$ cat config.mk
export PLATFORM = sky130hd
export DESIGN_NAME = cache_refill_ctrl_flat
export DESIGN_NICKNAME = d
export VERILOG_FILES = /design/src/rtl/cache_refill_if.sv /design/src/rtl/cache_refill_ctrl.sv /design/src/flat_wrapper.sv
export SDC_FILE = /design/constraint.sdc
export NUM_CORES = 1
export LEC_CHECK = 0
export BUFFER_PORTS_ARGS = -buffer_cell sky130_fd_sc_hd__buf_2
export CORE_UTILIZATION = 45
export CTS_BUF_LIST = sky130_fd_sc_hd__clkbuf_4 sky130_fd_sc_hd__clkbuf_8
export DETAILED_ROUTE_END_ITERATION = 10
export PLACE_DENSITY = 0.73
export REMOVE_ABC_BUFFERS = 1
export SETUP_SLACK_MARGIN = 0.02
export SLEW_MARGIN = 20
export SYNTH_ARGS = -nofsm -noshare
export SYNTH_HDL_FRONTEND = slang
export SYNTH_SLANG_ARGS = --single-unit
export TNS_END_PERCENT = 5
$ cat constraint.sdc
create_clock -name clk -period 2.84 [get_ports clk]
set_input_delay 0 -clock clk [delete_from_list [all_inputs] [get_ports clk]]
set_output_delay 0 -clock clk [all_outputs]
set_load 0.02 [all_outputs]
$ cat src/rtl/cache_refill_if.sv
// Bundle of the miss, memory-bus and way-write signals of cache_refill_ctrl.
// The master modport is the refill engine; the slave modport is its surroundings.
interface cache_refill_if #(
   parameter int INDEX_WIDTH = 7,
   parameter int TAG_WIDTH   = 20,
   parameter int LINE_WIDTH  = 128,
   parameter int BEAT_WIDTH  = 32
);
   localparam int BEATS      = LINE_WIDTH / BEAT_WIDTH;
   localparam int BCNT_WIDTH = (BEATS > 1) ? $clog2(BEATS) : 1;
   localparam int ADDR_WIDTH = TAG_WIDTH + INDEX_WIDTH + $clog2(LINE_WIDTH / 8);

   logic                          i_cr_miss_vld;
   logic                          o_cr_miss_rdy;
   logic [INDEX_WIDTH-1:0]        i_cr_miss_idx;
   logic [TAG_WIDTH-1:0]          i_cr_miss_tag;
   logic [BCNT_WIDTH-1:0]         i_cr_miss_woff;
   logic                          o_cr_mem_req_vld;
   logic                          i_cr_mem_req_rdy;
   logic [ADDR_WIDTH-1:0]         o_cr_mem_addr;
   logic                          i_cr_mem_rsp_vld;
   logic                          o_cr_mem_rsp_rdy;
   logic [BEAT_WIDTH-1:0]         i_cr_mem_rsp_data;
   logic                          i_cr_mem_rsp_err;
   logic                          o_cr_wren;
   logic [INDEX_WIDTH-1:0]        o_cr_widx;
   logic [TAG_WIDTH+LINE_WIDTH-1:0] o_cr_wdata;
   logic                          o_cr_done;
   logic                          o_cr_err;
   logic                          o_cr_fwd_vld;
   logic [BEAT_WIDTH-1:0]         o_cr_fwd_data;

   modport master (
      input  i_cr_miss_vld, i_cr_miss_idx, i_cr_miss_tag, i_cr_miss_woff,
      input  i_cr_mem_req_rdy, i_cr_mem_rsp_vld, i_cr_mem_rsp_data, i_cr_mem_rsp_err,
      output o_cr_miss_rdy, o_cr_mem_req_vld, o_cr_mem_addr, o_cr_mem_rsp_rdy,
      output o_cr_wren, o_cr_widx, o_cr_wdata, o_cr_done, o_cr_err,
      output o_cr_fwd_vld, o_cr_fwd_data
   );

   modport slave (
      output i_cr_miss_vld, i_cr_miss_idx, i_cr_miss_tag, i_cr_miss_woff,
      output i_cr_mem_req_rdy, i_cr_mem_rsp_vld, i_cr_mem_rsp_data, i_cr_mem_rsp_err,
      input  o_cr_miss_rdy, o_cr_mem_req_vld, o_cr_mem_addr, o_cr_mem_rsp_rdy,
      input  o_cr_wren, o_cr_widx, o_cr_wdata, o_cr_done, o_cr_err,
      input  o_cr_fwd_vld, o_cr_fwd_data
   );
endinterface

$ cat src/rtl/cache_refill_ctrl.sv
// Cache line refill engine: one miss at a time, line read, beat collection, single way write.
// Define CACHE_REFILL_CWF_EN for critical-word-first requests and forwarding of the first beat.
module cache_refill_ctrl #(
   parameter int INDEX_WIDTH = 7,
   parameter int TAG_WIDTH   = 20,
   parameter int LINE_WIDTH  = 128,
   parameter int BEAT_WIDTH  = 32
) (
   input logic            clk,
   input logic            rst_n,
   cache_refill_if.master bus
);
   localparam int BEATS      = LINE_WIDTH / BEAT_WIDTH;
   localparam int BCNT_WIDTH = (BEATS > 1) ? $clog2(BEATS) : 1;
   localparam int OFF_WIDTH  = $clog2(LINE_WIDTH / 8);
   localparam int ADDR_WIDTH = TAG_WIDTH + INDEX_WIDTH + OFF_WIDTH;
   localparam logic [BCNT_WIDTH-1:0] LAST_BEAT = BCNT_WIDTH'(BEATS - 1);

   typedef enum logic [2:0] {IDLE, REQ, FILL, WRITE, FAIL} state_t;

   state_t                  state;
   logic                    miss_rdy;
   logic                    req_vld;
   logic                    rsp_rdy;
   logic                    wren;
   logic                    done;
   logic                    err;
   logic                    err_seen;
   logic [INDEX_WIDTH-1:0]  idx_q;
   logic [TAG_WIDTH-1:0]    tag_q;
   logic [ADDR_WIDTH-1:0]   addr_q;
   logic [LINE_WIDTH-1:0]   line_q;
   logic [BCNT_WIDTH-1:0]   bcnt;
   logic [BCNT_WIDTH-1:0]   bcnt_next;
   logic [BCNT_WIDTH-1:0]   beat_num;
   logic [BCNT_WIDTH-1:0]   bcnt_start;
   logic [OFF_WIDTH-1:0]    addr_low;
   logic                    beat_err;

`ifdef CACHE_REFILL_CWF_EN
   // Memory wraps the burst from the requested word, so the buffer slot starts there too.
   localparam int BYTE_SHIFT = $clog2(BEAT_WIDTH / 8);
   logic fwd_vld;
   assign bcnt_start = bus.i_cr_miss_woff;
   assign addr_low   = OFF_WIDTH'(bus.i_cr_miss_woff) << BYTE_SHIFT;
   assign fwd_vld    = (state == FILL) && bus.i_cr_mem_rsp_vld && (beat_num == '0);
   assign bus.o_cr_fwd_vld  = fwd_vld;
   assign bus.o_cr_fwd_data = fwd_vld ? bus.i_cr_mem_rsp_data : '0;
`else
   assign bcnt_start = '0;
   assign addr_low   = '0;
   assign bus.o_cr_fwd_vld  = 1'b0;
   assign bus.o_cr_fwd_data = '0;
`endif

   assign bcnt_next = (bcnt == LAST_BEAT) ? '0 : bcnt + 1'b1;
   assign beat_err  = err_seen | bus.i_cr_mem_rsp_err;

   // Single FSM; every handshake and write-port output is a register updated on the state transition.
   always_ff @(posedge clk or negedge rst_n) begin
      if (!rst_n) begin
         state    <= IDLE;
         miss_rdy <= 1'b1;
         req_vld  <= 1'b0;
         rsp_rdy  <= 1'b0;
         wren     <= 1'b0;
         done     <= 1'b0;
         err      <= 1'b0;
         err_seen <= 1'b0;
         idx_q    <= '0;
         tag_q    <= '0;
         addr_q   <= '0;
         line_q   <= '0;
         bcnt     <= '0;
         beat_num <= '0;
      end else begin
         wren <= 1'b0;
         done <= 1'b0;
         err  <= 1'b0;
         case (state)
            IDLE: begin
               if (bus.i_cr_miss_vld) begin
                  idx_q    <= bus.i_cr_miss_idx;
                  tag_q    <= bus.i_cr_miss_tag;
                  addr_q   <= {bus.i_cr_miss_tag, bus.i_cr_miss_idx, addr_low};
                  bcnt     <= bcnt_start;
                  beat_num <= '0;
                  err_seen <= 1'b0;
                  miss_rdy <= 1'b0;
                  req_vld  <= 1'b1;
                  state    <= REQ;
               end
            end
            REQ: begin
               if (bus.i_cr_mem_req_rdy) begin
                  req_vld <= 1'b0;
                  rsp_rdy <= 1'b1;
                  state   <= FILL;
               end
            end
            FILL: begin
               if (bus.i_cr_mem_rsp_vld) begin
                  line_q[bcnt*BEAT_WIDTH +: BEAT_WIDTH] <= bus.i_cr_mem_rsp_data;
                  bcnt     <= bcnt_next;
                  beat_num <= beat_num + 1'b1;
                  err_seen <= beat_err;
                  // The last beat's own error decides the outcome as well as any earlier one.
                  if (beat_num == LAST_BEAT) begin
                     rsp_rdy <= 1'b0;
                     done    <= 1'b1;
                     if (beat_err) begin
                        err   <= 1'b1;
                        state <= FAIL;
                     end else begin
                        wren  <= 1'b1;
                        state <= WRITE;
                     end
                  end
               end
            end
            WRITE, FAIL: begin
               miss_rdy <= 1'b1;
               state    <= IDLE;
            end
            default: begin
               miss_rdy <= 1'b1;
               req_vld  <= 1'b0;
               rsp_rdy  <= 1'b0;
               state    <= IDLE;
            end
         endcase
      end
   end

   assign bus.o_cr_miss_rdy    = miss_rdy;
   assign bus.o_cr_mem_req_vld = req_vld;
   assign bus.o_cr_mem_addr    = addr_q;
   assign bus.o_cr_mem_rsp_rdy = rsp_rdy;
   assign bus.o_cr_wren        = wren;
   assign bus.o_cr_widx        = idx_q;
   assign bus.o_cr_wdata       = {tag_q, line_q};
   assign bus.o_cr_done        = done;
   assign bus.o_cr_err         = err;
endmodule

$ cat src/flat_wrapper.sv
// flat-port wrapper written by rule: the top's interface ports become plain ports
module cache_refill_ctrl_flat 
#(
   parameter int INDEX_WIDTH = 7,
   parameter int TAG_WIDTH   = 20,
   parameter int LINE_WIDTH  = 128,
   parameter int BEAT_WIDTH  = 32
)
  (clk, rst_n, bus_i_cr_miss_vld, bus_i_cr_miss_idx, bus_i_cr_miss_tag, bus_i_cr_miss_woff, bus_i_cr_mem_req_rdy, bus_i_cr_mem_rsp_vld, bus_i_cr_mem_rsp_data, bus_i_cr_mem_rsp_err, bus_o_cr_miss_rdy, bus_o_cr_mem_req_vld, bus_o_cr_mem_addr, bus_o_cr_mem_rsp_rdy, bus_o_cr_wren, bus_o_cr_widx, bus_o_cr_wdata, bus_o_cr_done, bus_o_cr_err, bus_o_cr_fwd_vld, bus_o_cr_fwd_data);
  cache_refill_if #(.INDEX_WIDTH(INDEX_WIDTH), .TAG_WIDTH(TAG_WIDTH), .LINE_WIDTH(LINE_WIDTH), .BEAT_WIDTH(BEAT_WIDTH)) bus_i ();
  input logic clk;
  input logic rst_n;
  input wire logic [$bits(bus_i.i_cr_miss_vld)-1:0] bus_i_cr_miss_vld;
  input wire logic [$bits(bus_i.i_cr_miss_idx)-1:0] bus_i_cr_miss_idx;
  input wire logic [$bits(bus_i.i_cr_miss_tag)-1:0] bus_i_cr_miss_tag;
  input wire logic [$bits(bus_i.i_cr_miss_woff)-1:0] bus_i_cr_miss_woff;
  input wire logic [$bits(bus_i.i_cr_mem_req_rdy)-1:0] bus_i_cr_mem_req_rdy;
  input wire logic [$bits(bus_i.i_cr_mem_rsp_vld)-1:0] bus_i_cr_mem_rsp_vld;
  input wire logic [$bits(bus_i.i_cr_mem_rsp_data)-1:0] bus_i_cr_mem_rsp_data;
  input wire logic [$bits(bus_i.i_cr_mem_rsp_err)-1:0] bus_i_cr_mem_rsp_err;
  output wire logic [$bits(bus_i.o_cr_miss_rdy)-1:0] bus_o_cr_miss_rdy;
  output wire logic [$bits(bus_i.o_cr_mem_req_vld)-1:0] bus_o_cr_mem_req_vld;
  output wire logic [$bits(bus_i.o_cr_mem_addr)-1:0] bus_o_cr_mem_addr;
  output wire logic [$bits(bus_i.o_cr_mem_rsp_rdy)-1:0] bus_o_cr_mem_rsp_rdy;
  output wire logic [$bits(bus_i.o_cr_wren)-1:0] bus_o_cr_wren;
  output wire logic [$bits(bus_i.o_cr_widx)-1:0] bus_o_cr_widx;
  output wire logic [$bits(bus_i.o_cr_wdata)-1:0] bus_o_cr_wdata;
  output wire logic [$bits(bus_i.o_cr_done)-1:0] bus_o_cr_done;
  output wire logic [$bits(bus_i.o_cr_err)-1:0] bus_o_cr_err;
  output wire logic [$bits(bus_i.o_cr_fwd_vld)-1:0] bus_o_cr_fwd_vld;
  output wire logic [$bits(bus_i.o_cr_fwd_data)-1:0] bus_o_cr_fwd_data;
  assign bus_i.i_cr_miss_vld = bus_i_cr_miss_vld;
  assign bus_i.i_cr_miss_idx = bus_i_cr_miss_idx;
  assign bus_i.i_cr_miss_tag = bus_i_cr_miss_tag;
  assign bus_i.i_cr_miss_woff = bus_i_cr_miss_woff;
  assign bus_i.i_cr_mem_req_rdy = bus_i_cr_mem_req_rdy;
  assign bus_i.i_cr_mem_rsp_vld = bus_i_cr_mem_rsp_vld;
  assign bus_i.i_cr_mem_rsp_data = bus_i_cr_mem_rsp_data;
  assign bus_i.i_cr_mem_rsp_err = bus_i_cr_mem_rsp_err;
  assign bus_o_cr_miss_rdy = bus_i.o_cr_miss_rdy;
  assign bus_o_cr_mem_req_vld = bus_i.o_cr_mem_req_vld;
  assign bus_o_cr_mem_addr = bus_i.o_cr_mem_addr;
  assign bus_o_cr_mem_rsp_rdy = bus_i.o_cr_mem_rsp_rdy;
  assign bus_o_cr_wren = bus_i.o_cr_wren;
  assign bus_o_cr_widx = bus_i.o_cr_widx;
  assign bus_o_cr_wdata = bus_i.o_cr_wdata;
  assign bus_o_cr_done = bus_i.o_cr_done;
  assign bus_o_cr_err = bus_i.o_cr_err;
  assign bus_o_cr_fwd_vld = bus_i.o_cr_fwd_vld;
  assign bus_o_cr_fwd_data = bus_i.o_cr_fwd_data;
  cache_refill_ctrl #(.INDEX_WIDTH(INDEX_WIDTH), .TAG_WIDTH(TAG_WIDTH), .LINE_WIDTH(LINE_WIDTH), .BEAT_WIDTH(BEAT_WIDTH)) u_core (.clk(clk), .rst_n(rst_n), .bus(bus_i));
endmodule
==> Word-level counts from Yosys, hierarchy flattened <==
Index checks and enable logic that the tools add are counted.
{ "word_totals": {"reg_bits": 196, "latchBits": 0, "ramBits": 0, "mem_bits_ro": 0, "input_bits": 67, "out_inout_bits": 225, "wordCells": 80, "memories": 0} }
{ "op_classes": {"add_sub_neg": 3, "n_mul": 0, "n_div": 0, "n_lt_le_gt_ge": 0, "eq_ne": 10, "n_shift": 2, "muxes": 35, "bitwise": 4, "n_reduce_logical": 12} }
{ "op_table": {"columns": ["operator", "n"], "rows": [
  ["bitwise mux 128 bit", 1],
  ["variable shift 32 x 34 -> 128 bit (first input constant)", 1],
  ["indexed part select 32 x 34 -> 128 bit", 1],
  ["negation 7 -> 34 bit", 1],
  ["two-way mux 1 bit", 18],
  ["two-way mux 3 bit", 5],
  ["one-hot mux 3 bit (3 select lines)", 1],
  ["two-way mux 2 bit", 4],
  ["one-hot mux 2 bit (2 select lines)", 2],
  ["AND reduction 4 bit", 2],
  ["equality test 3 x 2 -> 1 bit (second input constant)", 2],
  ["!= test 2 bit (second input constant)", 3],
  ["one-hot mux 1 bit (3 select lines)", 2],
  ["AND reduction 2 bit", 3],
  ["AND reduction 3 bit", 2],
  ["OR reduction 3 bit", 2],
  ["adder 2 x 1 -> 2 bit (second input constant)", 2],
  ["equality test 2 bit (second input constant)", 2],
  ["one-hot mux 1 bit (2 select lines)", 2],
  ["equality test 3 x 1 -> 1 bit (second input constant)", 1],
  ["equality test 3 bit (second input constant)", 1],
  ["zero test 3 bit", 1],
  ["NOT 1 bit", 3],
  ["!= test 2 x 1 -> 1 bit (second input constant)", 1],
  ["other kinds (3)", 3]
]} }

==> Depth between registers and ports, before layout <==
{ "logic_depth": {"word_depth": 5, "ltp_mapped": 8, "ltp_nobuf": 5} }

==> Worst setup path after synthesis <==
No wires, ideal clock.
{ "synth_path": {"kind": "flip-flop to flip-flop", "from": "reg u_core.bcnt[0]", "to": "reg u_core.line_q[117]", "setup_ps": 83, "t_arrival_ps": 1884, "required_time_ps": 2757, "slack_ps": 873, "path_stages_with_launch": 8, "n_path_buf": 2, "period_less_slack_ps": 1967, "cell_sequence": "dfrtp_1 -> buf_2 -> inv_1 -> ha_1 -> nor4b_4 -> buf_4 -> nand4_1 -> o21ai_0"} }
{ "synth_via": {"elab_chain_cells": 3, "elab_cells_between_ends": 4, "classes_between": "add/sub (1); shift (2); mux (1)"} }
{ "synth_rtl": {"columns": ["item", "line_no", "rtl"], "rows": [
  ["start, declared", "cache_refill_ctrl.sv:33", "logic [BCNT_WIDTH-1:0] bcnt;"],
  ["start signal, assigned", "cache_refill_ctrl.sv:86", "bcnt <= bcnt_start;"],
  ["start signal, assigned", "cache_refill_ctrl.sv:104", "bcnt <= bcnt_next;"],
  ["negation 7 -> 34 bit (*)", "cache_refill_ctrl.sv:103", "line_q[bcnt*BEAT_WIDTH +: BEAT_WIDTH] <= bus.i_cr_mem_rsp_data;"],
  ["indexed part select 32 x 34 -> 128 bit / variable shift 32 x 34 -> 128 bit (equally long branches)", "cache_refill_ctrl.sv:103", null],
  ["bitwise mux 128 bit (*)", "cache_refill_ctrl.sv:103", null],
  ["end signal, assigned by index", "cache_refill_ctrl.sv:103", null],
  ["end, declared", "cache_refill_ctrl.sv:32", "logic [LINE_WIDTH-1:0] line_q;"]
]} }
Mark *: on every way between the ends. The rest lies on a longest branch, timed or not.
A chain may end at the register's enable or synchronous reset.

==> Worst setup path in the final report <==
{ "layout_path": {"from": "reg u_core.bcnt[0]", "to": "reg u_core.line_q[50]"} }
The elaborated chain is that of the path after synthesis.

==> key figures <==
Outcome
  • Outcome: finished clean

Setup path
  • Critical Path RT: 3.21 ns
  • Startpoint types: flop
  • Worst Path Buf+Inv: 1
  • CP Data Arrival Time: approximately 2.6 ns
  • R2R Path Start: u_core.bcnt[0]
  • Slowest-stage cell, CP: dfrtp_1
  • CP startpoint: u_core.bcnt[0]
  • Top delay family on crit path: simple AND/OR/NAND/NOR gates
  • Critical path's largest stage delay: 0.63 ns
  • Endpoint class of the critical path: flop
  • Worst path cell trace: inv_1 > ha_2 > and4bb_2 > nand4_1 > o21ai_0
  • CP Class: reg -> reg
  • Critical path peak fanout: 19

Power
  • Cell Pwr Density: 1110 nW/um^2
  • Worst vdd ir: 0.000579 V
  • Cell leakage power: 0.00492 uW

Synth
  • Leading area contributor after synthesis: dfrtp_1
  • Ys Warns: 0
  • Post-synth top cells: dfrtp_1, inv_1, nand4_1, o21ai_0, buf_4
  • Largest family of logic cells by synthesized area: buffers and inverters
  • Synth cell types: 32
  • Synthesized flop and latch total: 169
  • Synth Instances: 763
  • Synth Area in Compound Gates: 0.0934
  • Dominant synthesized flop cell: dfrtp_1
  • EDFF count, synth: 0
  • Synthesized area: slightly below 8000 sq um
  • Synth async-reset ratio: 1.00
  • Synth Area in Simple Gates: 0.133
  • Portion of netlist area occupied by mux cells: 0.0421
  • Main area contributors after synthesis: dfrtp_1, nand4_1, o21ai_0
  • Mean Syn Cell Area: slightly above 10 sq um
  • Most common cell in the synthesized netlist: dfrtp_1
  • Synth Area in XOR/XNOR: 0
  • Sequential-to-total area share from yosys stat: 0.548
  • Post-Synth Adder-Cell Area: 0.0113
  • Post-synth top area share: 0.545

Finish
  • N_diodes: 0
  • Area growth from synthesis to layout: 28.0%
  • Non-filler instance count after layout: around 1300
  • Layout cells sized above 1: 0.331
  • Final nets: between 1000 and 1500

Place
  • Placed Cells incl. Taps: 1174
  • Pre-CTS setup slack: 0.615 ns
  • Dpl hpwl: 13.7 mm
  • IO Port Bufs: approximately 250
  • GPL Wtd Cong: 0.777

Min path
  • Min-Delay Path Class: in -> async

Timing
  • Post-route setup TNS: 0 ns
  • Worst Slack Setup Final: 0.647 ns
  • Fin crit period: 2.19 ns
  • Relative slew slack: 0.533
  • Fmax achieved: 456 MHz
  • RSZ-0062 raised after global routing: false
  • Actual slew at the worst max-slew pin: 0.701 ns
  • Crit share post-route: 0.772
  • Pins Over Slew Limit: 0
  • Final setup violation count: 0
  • Skew final: 0.0145 ns
  • Final hold vios: 0

Floorplanning
  • Initial Util: 0.464
  • Core ar.: 16600 sq um
  • Die height: 133 um
  • DIE AREA: 17700 sq um
  • # IOs: 292
  • Die X: 133 um
  • # rows: 47

Clocking
  • Clk_lat worst skew: around 0.46 ns
  • CTS root buf: clkbuf_8
  • Clk sink count: 169
  • Worst-case clock buffer depth: 2
  • CTS tree: yes
  • Reg clk slew, reported paths: roughly 0.10 ns
  • Setup repair bufs after CTS: 0
  • CTS Buf Count: 17
  • Htree depth: 4

Detailed routing
  • Via/cell ratio: 5.12
  • TritonRoute pass-1 iters: 4
  • Initial DRC count: 426
  • Wirelength per Cell: 16.6 um
  • Final Routed Wirelength: 21.0 mm
  • Vias: around 6500
  • # DRC: 0
  • Antenna viol nets, final: 0

GRT
  • Largest net degree at the start of global routing: 77
  • Initial antenna violation count: 0
  • First-pass GRT wire length: 33.6 mm
  • Total GRT Usage: 0.245
  • Vias in the first global route: 6156
  • Global route overflow: 0

Run
  • Max-cap violation count: 0
-- worst register-to-register path, stage by stage (launching register included) --
cell and delay [ns]:
dfrtp_1 0.63, inv_1 0.16, ha_2 0.46, and4bb_2 0.59, nand4_1 0.16, o21ai_0 0.12
-- report_power, final --
group | switching (uW) | total (uW) | internal, uW
combinational | 3470 | 5180 | 1720
sequential | 616 | 3980 | 3360
clock | 951 | 1770 | 815
-- per-stage QoR --
stage | power [uW] | hold slack [ns] | instance area, sq um | utilization
2_1_floorplan | 6910 | -0.296 | 7030 | -
3_3_place_gp | 9000 | 0.0799 | 8840 | 0.531
3_5_place_dp | 9120 | 0.0857 | 8840 | 0.531
4_1_cts | 11000 | 0.152 | 9880 | 0.594
5_1_grt | 11600 | 0.167 | 9880 | 0.594
6_report | 10900 | 0.140 | 9880 | 0.594
-- kinds of logic (layout without fill, tap and decap cells) --
logic type	Yosys count	count (layout)
adder cells (fa/ha/maj)	7	7
multiplexers	29	29
AND/OR/NAND/NOR	159	159
buffers and inverters	258	509
flip-flops	169	169
other	1	37
AO/OA/AOI/OAI	140	140
-- cell usage in the layout (no fill, tap or decap), types with 5 or more instances in the layout --
| master | netlist | layout |
|---|---|---|
| conb_1 | 1 | 37 |
| inv_1 | 134 | 134 |
| nand4_1 | 128 | 128 |
| ha_1 | 7 | 6 |
| o21ai_0 | 104 | 104 |
| o21ai_1 | 26 | 26 |
| buf_4 | 68 | 24 |
| dlygate4sd3_1 | 0 | 64 |
| clkbuf_8 | 0 | 17 |
| buf_2 | 25 | 251 |
| nand2_1 | 5 | 5 |
| nor2_1 | 8 | 8 |
| inv_6 | 0 | 5 |
| dfrtp_1 | 168 | 168 |
| mux2_2 | 28 | 28 |
-- layer usage --
metal | track usage | routed length [um] | vias to the layer above
met5 | 0 | 0 | -
met4 | 0.0664 | 287 | 0
met3 | 0.0579 | 1450 | 19
met2 | 0.398 | 10400 | 280
met1 | 0.328 | 8910 | 3178
li1 | - | - | 3030
-- state kept, by name, indices dropped and copies added (netlist names) --
signal	count
u_core.bcnt	2
u_core.beat_num	2
u_core.bus.o_cr_done	1
u_core.bus.o_cr_err	1
u_core.bus.o_cr_mem_addr	1
u_core.bus.o_cr_mem_req_vld	1
u_core.bus.o_cr_mem_rsp_rdy	1
u_core.bus.o_cr_miss_rdy	1
u_core.bus.o_cr_widx	6
u_core.bus.o_cr_wren	1
u_core.err_seen	1
u_core.line_q	128
u_core.state	3
u_core.tag_q	20
-- worst paths after layout --
path                       cells past startpoint                  endpoint  slack, ns
max                                            5         u_core.line_q[50]       0.65
min                                            2         u_core.line_q[70]       0.14
max reg2reg                                    5         u_core.line_q[50]       0.65
min reg2reg                                    2           u_core.err_seen       0.51
max in group asynchronous                      3  u_core.bus.o_cr_miss_rdy       1.88
min in group clk                               3   u_core.bus.o_cr_widx[0]       0.30
-- repair_timing --
| item | in CTS | in global routing |
|---|---|---|
| endpoints found under the hold margin | 237 | 0 |
| hold buffers | 64 | 0 |
| gates resized for setup | 0 | 0 |
-- layout make-up --
| type | count | area (sq um) |
|---|---|---|
| Clock buffer | 18 | 241 |
| Clock inverter | 14 | 160 |
| Fill cell | 1445 | 6760 |
| Inverter | 134 | 503 |
| Multi-Input combinational cell | 372 | 2320 |
| Sequential cell | 169 | 4230 |
| Tap cell | 220 | 275 |
| Timing Repair Buffer | 343 | 2150 |
(Power assumes the default switching activity.)
